==> src/rtl/mcoi_ps_buffer_mux.sv <==
// Multi-channel frame writer into the PS shared-memory port: round-robin arbitration,
// per-channel regions, doorbell/overflow/frame-count status and PS acknowledge handling.
module mcoi_ps_buffer_mux #(
  parameter int NCH      = 4,
  parameter int DATA_W   = 32,
  parameter int REGION_W = 8
) (
  input  logic                  clk,
  input  logic                  reset_n,
  input  logic [NCH-1:0]        wr_valid,
  output logic [NCH-1:0]        wr_ready,
  input  logic [NCH*DATA_W-1:0] wr_data,
  input  logic [NCH-1:0]        wr_last,
  input  logic [31:0]           ctrl,
  output logic [31:0]           status,
  output logic                  mem_en,
  output logic [3:0]            mem_we,
  output logic [31:0]           mem_addr,
  output logic [DATA_W-1:0]     mem_din
);

  localparam int CW = (NCH > 1) ? $clog2(NCH) : 1;
  localparam logic [REGION_W:0] REGION_WORDS = {1'b1, {REGION_W{1'b0}}};

  logic [CW-1:0]     rr_q, rr_d;
  logic [REGION_W:0] ptr_q [NCH];
  logic [REGION_W:0] ptr_d [NCH];
  logic [NCH-1:0]    db_q, db_d;
  logic [NCH-1:0]    ov_q, ov_d;
  logic [NCH-1:0]    ctrl_prev_q, ctrl_prev_d;
  logic [15:0]       fcnt_q, fcnt_d;
  logic              mem_en_q, mem_en_d;
  logic [3:0]        mem_we_q, mem_we_d;
  logic [31:0]       mem_addr_q, mem_addr_d;
  logic [DATA_W-1:0] mem_din_q, mem_din_d;
  logic [31:0]       status_q, status_d;

  logic [NCH-1:0]    elig;
  logic [NCH-1:0]    grant;
  logic [NCH-1:0]    ack;
  logic              gnt_any;
  logic [CW-1:0]     gnt_idx;
  logic [CW:0]       cand;
  logic [DATA_W-1:0] word_sel;
  logic              last_sel;
  logic [REGION_W:0] ptr_sel;

  // Only the channel-enable and ack fields of ctrl carry meaning here.
  logic unused_ctrl;
  assign unused_ctrl = ^ctrl;

  // Arbiter: search eligible channels starting one past the last grant.
  always_comb begin
    elig    = ctrl[8 +: NCH] & ~db_q & wr_valid;
    grant   = '0;
    gnt_any = 1'b0;
    gnt_idx = rr_q;
    cand    = '0;
    for (int i = 1; i <= NCH; i++) begin
      cand = {1'b0, rr_q} + (CW+1)'(i);
      if (cand >= (CW+1)'(NCH)) cand = cand - (CW+1)'(NCH);
      if (!gnt_any && reset_n && elig[cand[CW-1:0]]) begin
        gnt_any              = 1'b1;
        gnt_idx              = cand[CW-1:0];
        grant[cand[CW-1:0]]  = 1'b1;
      end
    end
  end

  assign ack = ctrl[NCH-1:0] & ~ctrl_prev_q & db_q;

  always_comb begin
    word_sel = '0;
    last_sel = 1'b0;
    ptr_sel  = '0;
    for (int c = 0; c < NCH; c++) begin
      if (grant[c]) begin
        word_sel = wr_data[c*DATA_W +: DATA_W];
        last_sel = wr_last[c];
        ptr_sel  = ptr_q[c];
      end
    end
  end

  // Acks act on the doorbell as it stood before this cycle; a granted channel
  // never has its doorbell set, so the two updates cannot collide.
  always_comb begin
    rr_d        = rr_q;
    db_d        = db_q & ~ack;
    ov_d        = ov_q & ~ack;
    fcnt_d      = fcnt_q;
    ctrl_prev_d = ctrl[NCH-1:0];
    for (int c = 0; c < NCH; c++) begin
      ptr_d[c] = ack[c] ? '0 : ptr_q[c];
    end
    mem_en_d   = 1'b0;
    mem_we_d   = 4'h0;
    mem_addr_d = mem_addr_q;
    mem_din_d  = mem_din_q;
    if (gnt_any) begin
      rr_d = gnt_idx;
      if (ptr_sel < REGION_WORDS) begin
        mem_en_d   = 1'b1;
        mem_we_d   = 4'hF;
        mem_addr_d = 32'({gnt_idx, ptr_sel[REGION_W-1:0], 2'b00});
        mem_din_d  = word_sel;
        for (int c = 0; c < NCH; c++) begin
          if (grant[c]) ptr_d[c] = ptr_q[c] + (REGION_W+1)'(1);
        end
      end else begin
        ov_d = ov_d | grant;
      end
      if (last_sel) begin
        db_d   = db_d | grant;
        fcnt_d = fcnt_q + 16'd1;
      end
    end
    status_d = {fcnt_d, 8'(ov_d), 8'(db_d)};
  end

  always_ff @(posedge clk) begin
    if (!reset_n) begin
      rr_q        <= '0;
      db_q        <= '0;
      ov_q        <= '0;
      ctrl_prev_q <= '0;
      fcnt_q      <= '0;
      mem_en_q    <= 1'b0;
      mem_we_q    <= '0;
      mem_addr_q  <= '0;
      mem_din_q   <= '0;
      status_q    <= '0;
      for (int c = 0; c < NCH; c++) ptr_q[c] <= '0;
    end else begin
      rr_q        <= rr_d;
      db_q        <= db_d;
      ov_q        <= ov_d;
      ctrl_prev_q <= ctrl_prev_d;
      fcnt_q      <= fcnt_d;
      mem_en_q    <= mem_en_d;
      mem_we_q    <= mem_we_d;
      mem_addr_q  <= mem_addr_d;
      mem_din_q   <= mem_din_d;
      status_q    <= status_d;
      for (int c = 0; c < NCH; c++) ptr_q[c] <= ptr_d[c];
    end
  end

  assign wr_ready = grant;
  assign mem_en   = mem_en_q;
  assign mem_we   = mem_we_q;
  assign mem_addr = mem_addr_q;
  assign mem_din  = mem_din_q;
  assign status   = status_q;

endmodule
==> config.mk <==
export PLATFORM = sky130hd
export DESIGN_NAME = mcoi_ps_buffer_mux
export DESIGN_NICKNAME = d
export VERILOG_FILES = /design/src/rtl/mcoi_ps_buffer_mux.sv
export SDC_FILE = /design/constraint.sdc
export NUM_CORES = 1
export LEC_CHECK = 0
export ABC_AREA = 0
export CAP_MARGIN = 25
export CORE_MARGIN = 2
export CORE_UTILIZATION = 40
export DETAILED_ROUTE_END_ITERATION = 6
export PLACE_DENSITY = 0.76
export SYNTH_ARGS = -nofsm -noshare
export SYNTH_HDL_FRONTEND = slang
export SYNTH_SLANG_ARGS = --single-unit
==> constraint.sdc <==
create_clock -name clk -period 6.6 [get_ports clk]
set_input_delay 0.99 -clock clk [delete_from_list [all_inputs] [get_ports clk]]
set_output_delay 0.99 -clock clk [all_outputs]
set_load 0.03 [all_outputs]
==> results.md <==
* Status: finished clean
* CP Launch Point: ctrl[10]
* Share of layout cells above drive strength 1 at 6.29%
* GP Congestion at 0.863
* Xor/xnor share of the synthesized area at 0.936%
* Post-CTS Setup Inserts at 0
* Slew headroom at 29.7%
* Worst reg2reg endpoint: mem_din[23]$_SDFFE_PN0P_
* Synth warn at 0
* Die Wd at 132 um
* Hold_sp: status[11]$_SDFF_PN0_
* Leak at 3.20 nW
* Compound-Gate Fraction of Synth Area at 32.9%
* Critical path peak fanout at 46
* Critical Path RT at 5610 ps
* Hold Vio Cnt, Final at 0
* Clk sinks at 109
* Io pins at 275
* Post-synth top area share at 33.3%
* DPL Wire Length at 15.0 mm
* Max-cap violations at 0
* Final Routed Wirelength at 21.3 mm
* R2R Setup Slk at 1990 ps
* Number of flops mapped to enable cells by yosys at 0
* Worst R2R Path Depth at 11
* Most frequent cells in the layout: clkdlybuf4s50_1 (220), dfxtp_1 (109), nand2_1 (85)
* Antenna violations before repair at 1
* FF+latch count, synth at 109
* Drt first pass iters at 6
* Top post-synthesis cells by area: dfxtp_1 (33%), a221o_1 (5.7%), a21oi_1 (5.5%)
* Synth Area in Adders at 2.29%
* Post-Syn Instances at 788
* P&R area growth vs syn at 37.8%
* RSZ-0062 raised after global routing: no
* Post_cts resized at 0
* First-pass GRT wire length at 33.6 mm
* Height of the die at 132 um
* FILL cells at 1485
* DIE AREA at 17400 sq um
* TritonCTS clock tree: done
* Synth async-reset ratio at 0%
* Clock slew at reported path FFs at 70 ps
* FF-to-FF Start: rr_q[0]$_SDFFE_PN0N_
* Vias post-DR at 6871
* Num CTS Buffers at 9
* Simple-Gate Fraction of Synth Area at 19.3%
* Initial Util at 41.1%
* Hold WC Path Type: reg2reg
* Post-synth top flop: dfxtp_1
* Port Buf Inserts at 220
* Netlist cell types at 66
* PD cells at 321 nW/um^2
* DRC at 0
* Setup Skew at 8.08 ps
* Hold buffer count at CTS at 0
* Worst Setup EP: wr_ready[2]
* Final setup TNS at 0 ps
* Commonest non-fill, non-tap cell in the layout: clkdlybuf4s50_1
* Pin count of the biggest net entering global routing at 75
* Yosys top cell by area: dfxtp_1
* Cell Rows at 46
* Mux cell area share after synthesis at 1.97%
* Wirelength per Cell at 18.0 um
* CTS Buffer Depth at 2
* Gr usage total at 23.6%
* Slew Viols, Final at 0
* H-tree levels at 3
* Worst-margin pin slew at 1050 ps
* Vias per Instance at 5.79
* Utilization after layout at 56.6%
* Sequential share of the synthesized area at 33.3%
* CP Class: in2out
* Post-route ant nets at 0
* Final Setup Violations at 0
* Final min period at 5070 ps
* Worst VDD drop at 241 uV
* Post-Syn Area at 6550 sq um
* Startpoint Class: primary input
* NumNets Final at 1147
* Drt initial violations at 413
* WP data arrival at 4080 ps
* Latest clock arrival within the worst-skew pair at 360 ps
* Critical Path Sink Type: output port
* Via count of the first global-routing pass at 6199
* Root Driver: clkbuf_16
* Fin crit share at 76.8%
* Main combinational cell family by area after synthesis: compound AO/OA/AOI/OAI gates
* Core area at 15900 sq um
* FMAX at 197 MHz
* Grt total ovfl at 0
* Syn Area/Cell at 8.31 sq um
[flip-flops by register name, indices dropped and copies added (netlist names), 3 cells and up]
| signal | flops |
|---|---|
| mem_addr | 10 |
| fcnt_q | 16 |
| db_q | 3 |
| ctrl_prev_q | 4 |
| mem_din | 32 |
| ov_q | 3 |
| ptr_q | 36 |
[layer usage]
layer  share of wire (%)  global-route usage, %  wire (um)
met5                   0                      0          0
met4                 2.5                   7.37        541
met3                 6.6                   6.23       1420
met2                  48                   39.0      10200
met1                  43                   30.0       9130
[critical path, stage by stage]
cell             delay (ps)
clkdlybuf4s50_1         410
and3b_1                 280
mux4_2                  590
nand2b_1                190
o22a_1                  220
a21o_2                  230
inv_4                   380
clkdlybuf4s50_1         770
[how the worst min path moves through the flow]
stage | endpoint | slack [ps] | depth (start not counted)
after floorplan | ptr_q[2][7]$_SDFF_PN0_ | 460 | 1
after global placement | ov_q[2]$_SDFF_PN0_ | 440 | 2
after detailed placement | status[11]$_SDFF_PN0_ | 450 | 2
after CTS | status[11]$_SDFF_PN0_ | 460 | 2
after global routing | ov_q[2]$_SDFF_PN0_ | 490 | 2
final | status[11]$_SDFF_PN0_ | 460 | 2
[cells by family after synthesis]
| kind of cell | count (synthesis) |
|---|---|
| and+or+nand+nor | 250 |
| xor gates and xnor gates | 7 |
| other | 1 |
| DFF | 109 |
| adders and majority gates | 12 |
| muxes | 9 |
| buffers and inverters | 113 |
| AOI/OAI and AO/OA | 287 |
[stage by stage]
stage	hold WS (ps)	std cells	worst slack, ps	power, mW	cell area [sq um]
after floorplan	456	817	2550	1.87	6660
after global placement	443	1169	1520	2.34	8700
after detailed placement	448	1169	1490	2.34	8700
after CTS	457	1185	1530	2.91	9000
after global routing	491	1187	1410	3.06	9020
final	459	1187	1530	2.90	9020
[Yosys cell counts (3+ instances only)]
library cell,n
nor2_1,38
a221oi_1,7
buf_6,3
nand2b_1,3
nand3b_1,16
and2_1,16
or3_1,7
a211o_1,6
dfxtp_1,109
xnor2_1,3
xor2_1,4
a311oi_1,33
o211ai_1,41
mux2i_1,5
or2_2,6
buf_2,16
and3_1,15
a21oi_1,72
nand2_1,85
inv_1,16
nand3_1,26
a21boi_0,4
nand4_1,3
a2bb2oi_1,3
clkbuf_1,39
mux4_2,3
ha_1,12
buf_4,36
nor3_1,12
a221o_1,37
and3b_1,4
or4_1,10
o21ai_0,37
o31ai_1,17
[cell type report]
| type | instances | area [sq um] | area share (%) |
|---|---|---|---|
| antenna | 1 | 2.50 | 0.0277 |
| clock inverter | 5 | 58.8 | 0.652 |
| sequential | 109 | 2180 | 24.2 |
| inverter | 19 | 73.8 | 0.818 |
| timing repair buffer | 231 | 2290 | 25.4 |
| clock buffer | 11 | 243 | 2.69 |
| multi-input combinational | 595 | 3900 | 43.2 |
| tap | 216 | 270 | 3.00 |
[report_power, final]
group	internal (mW)	switching (mW)	total, mW
sequential	0.752	0.0769	0.829
combinational	0.609	0.906	1.51
clock	0.306	0.248	0.554
total	1.67	1.23	2.90
(Power assumes the default switching activity.)
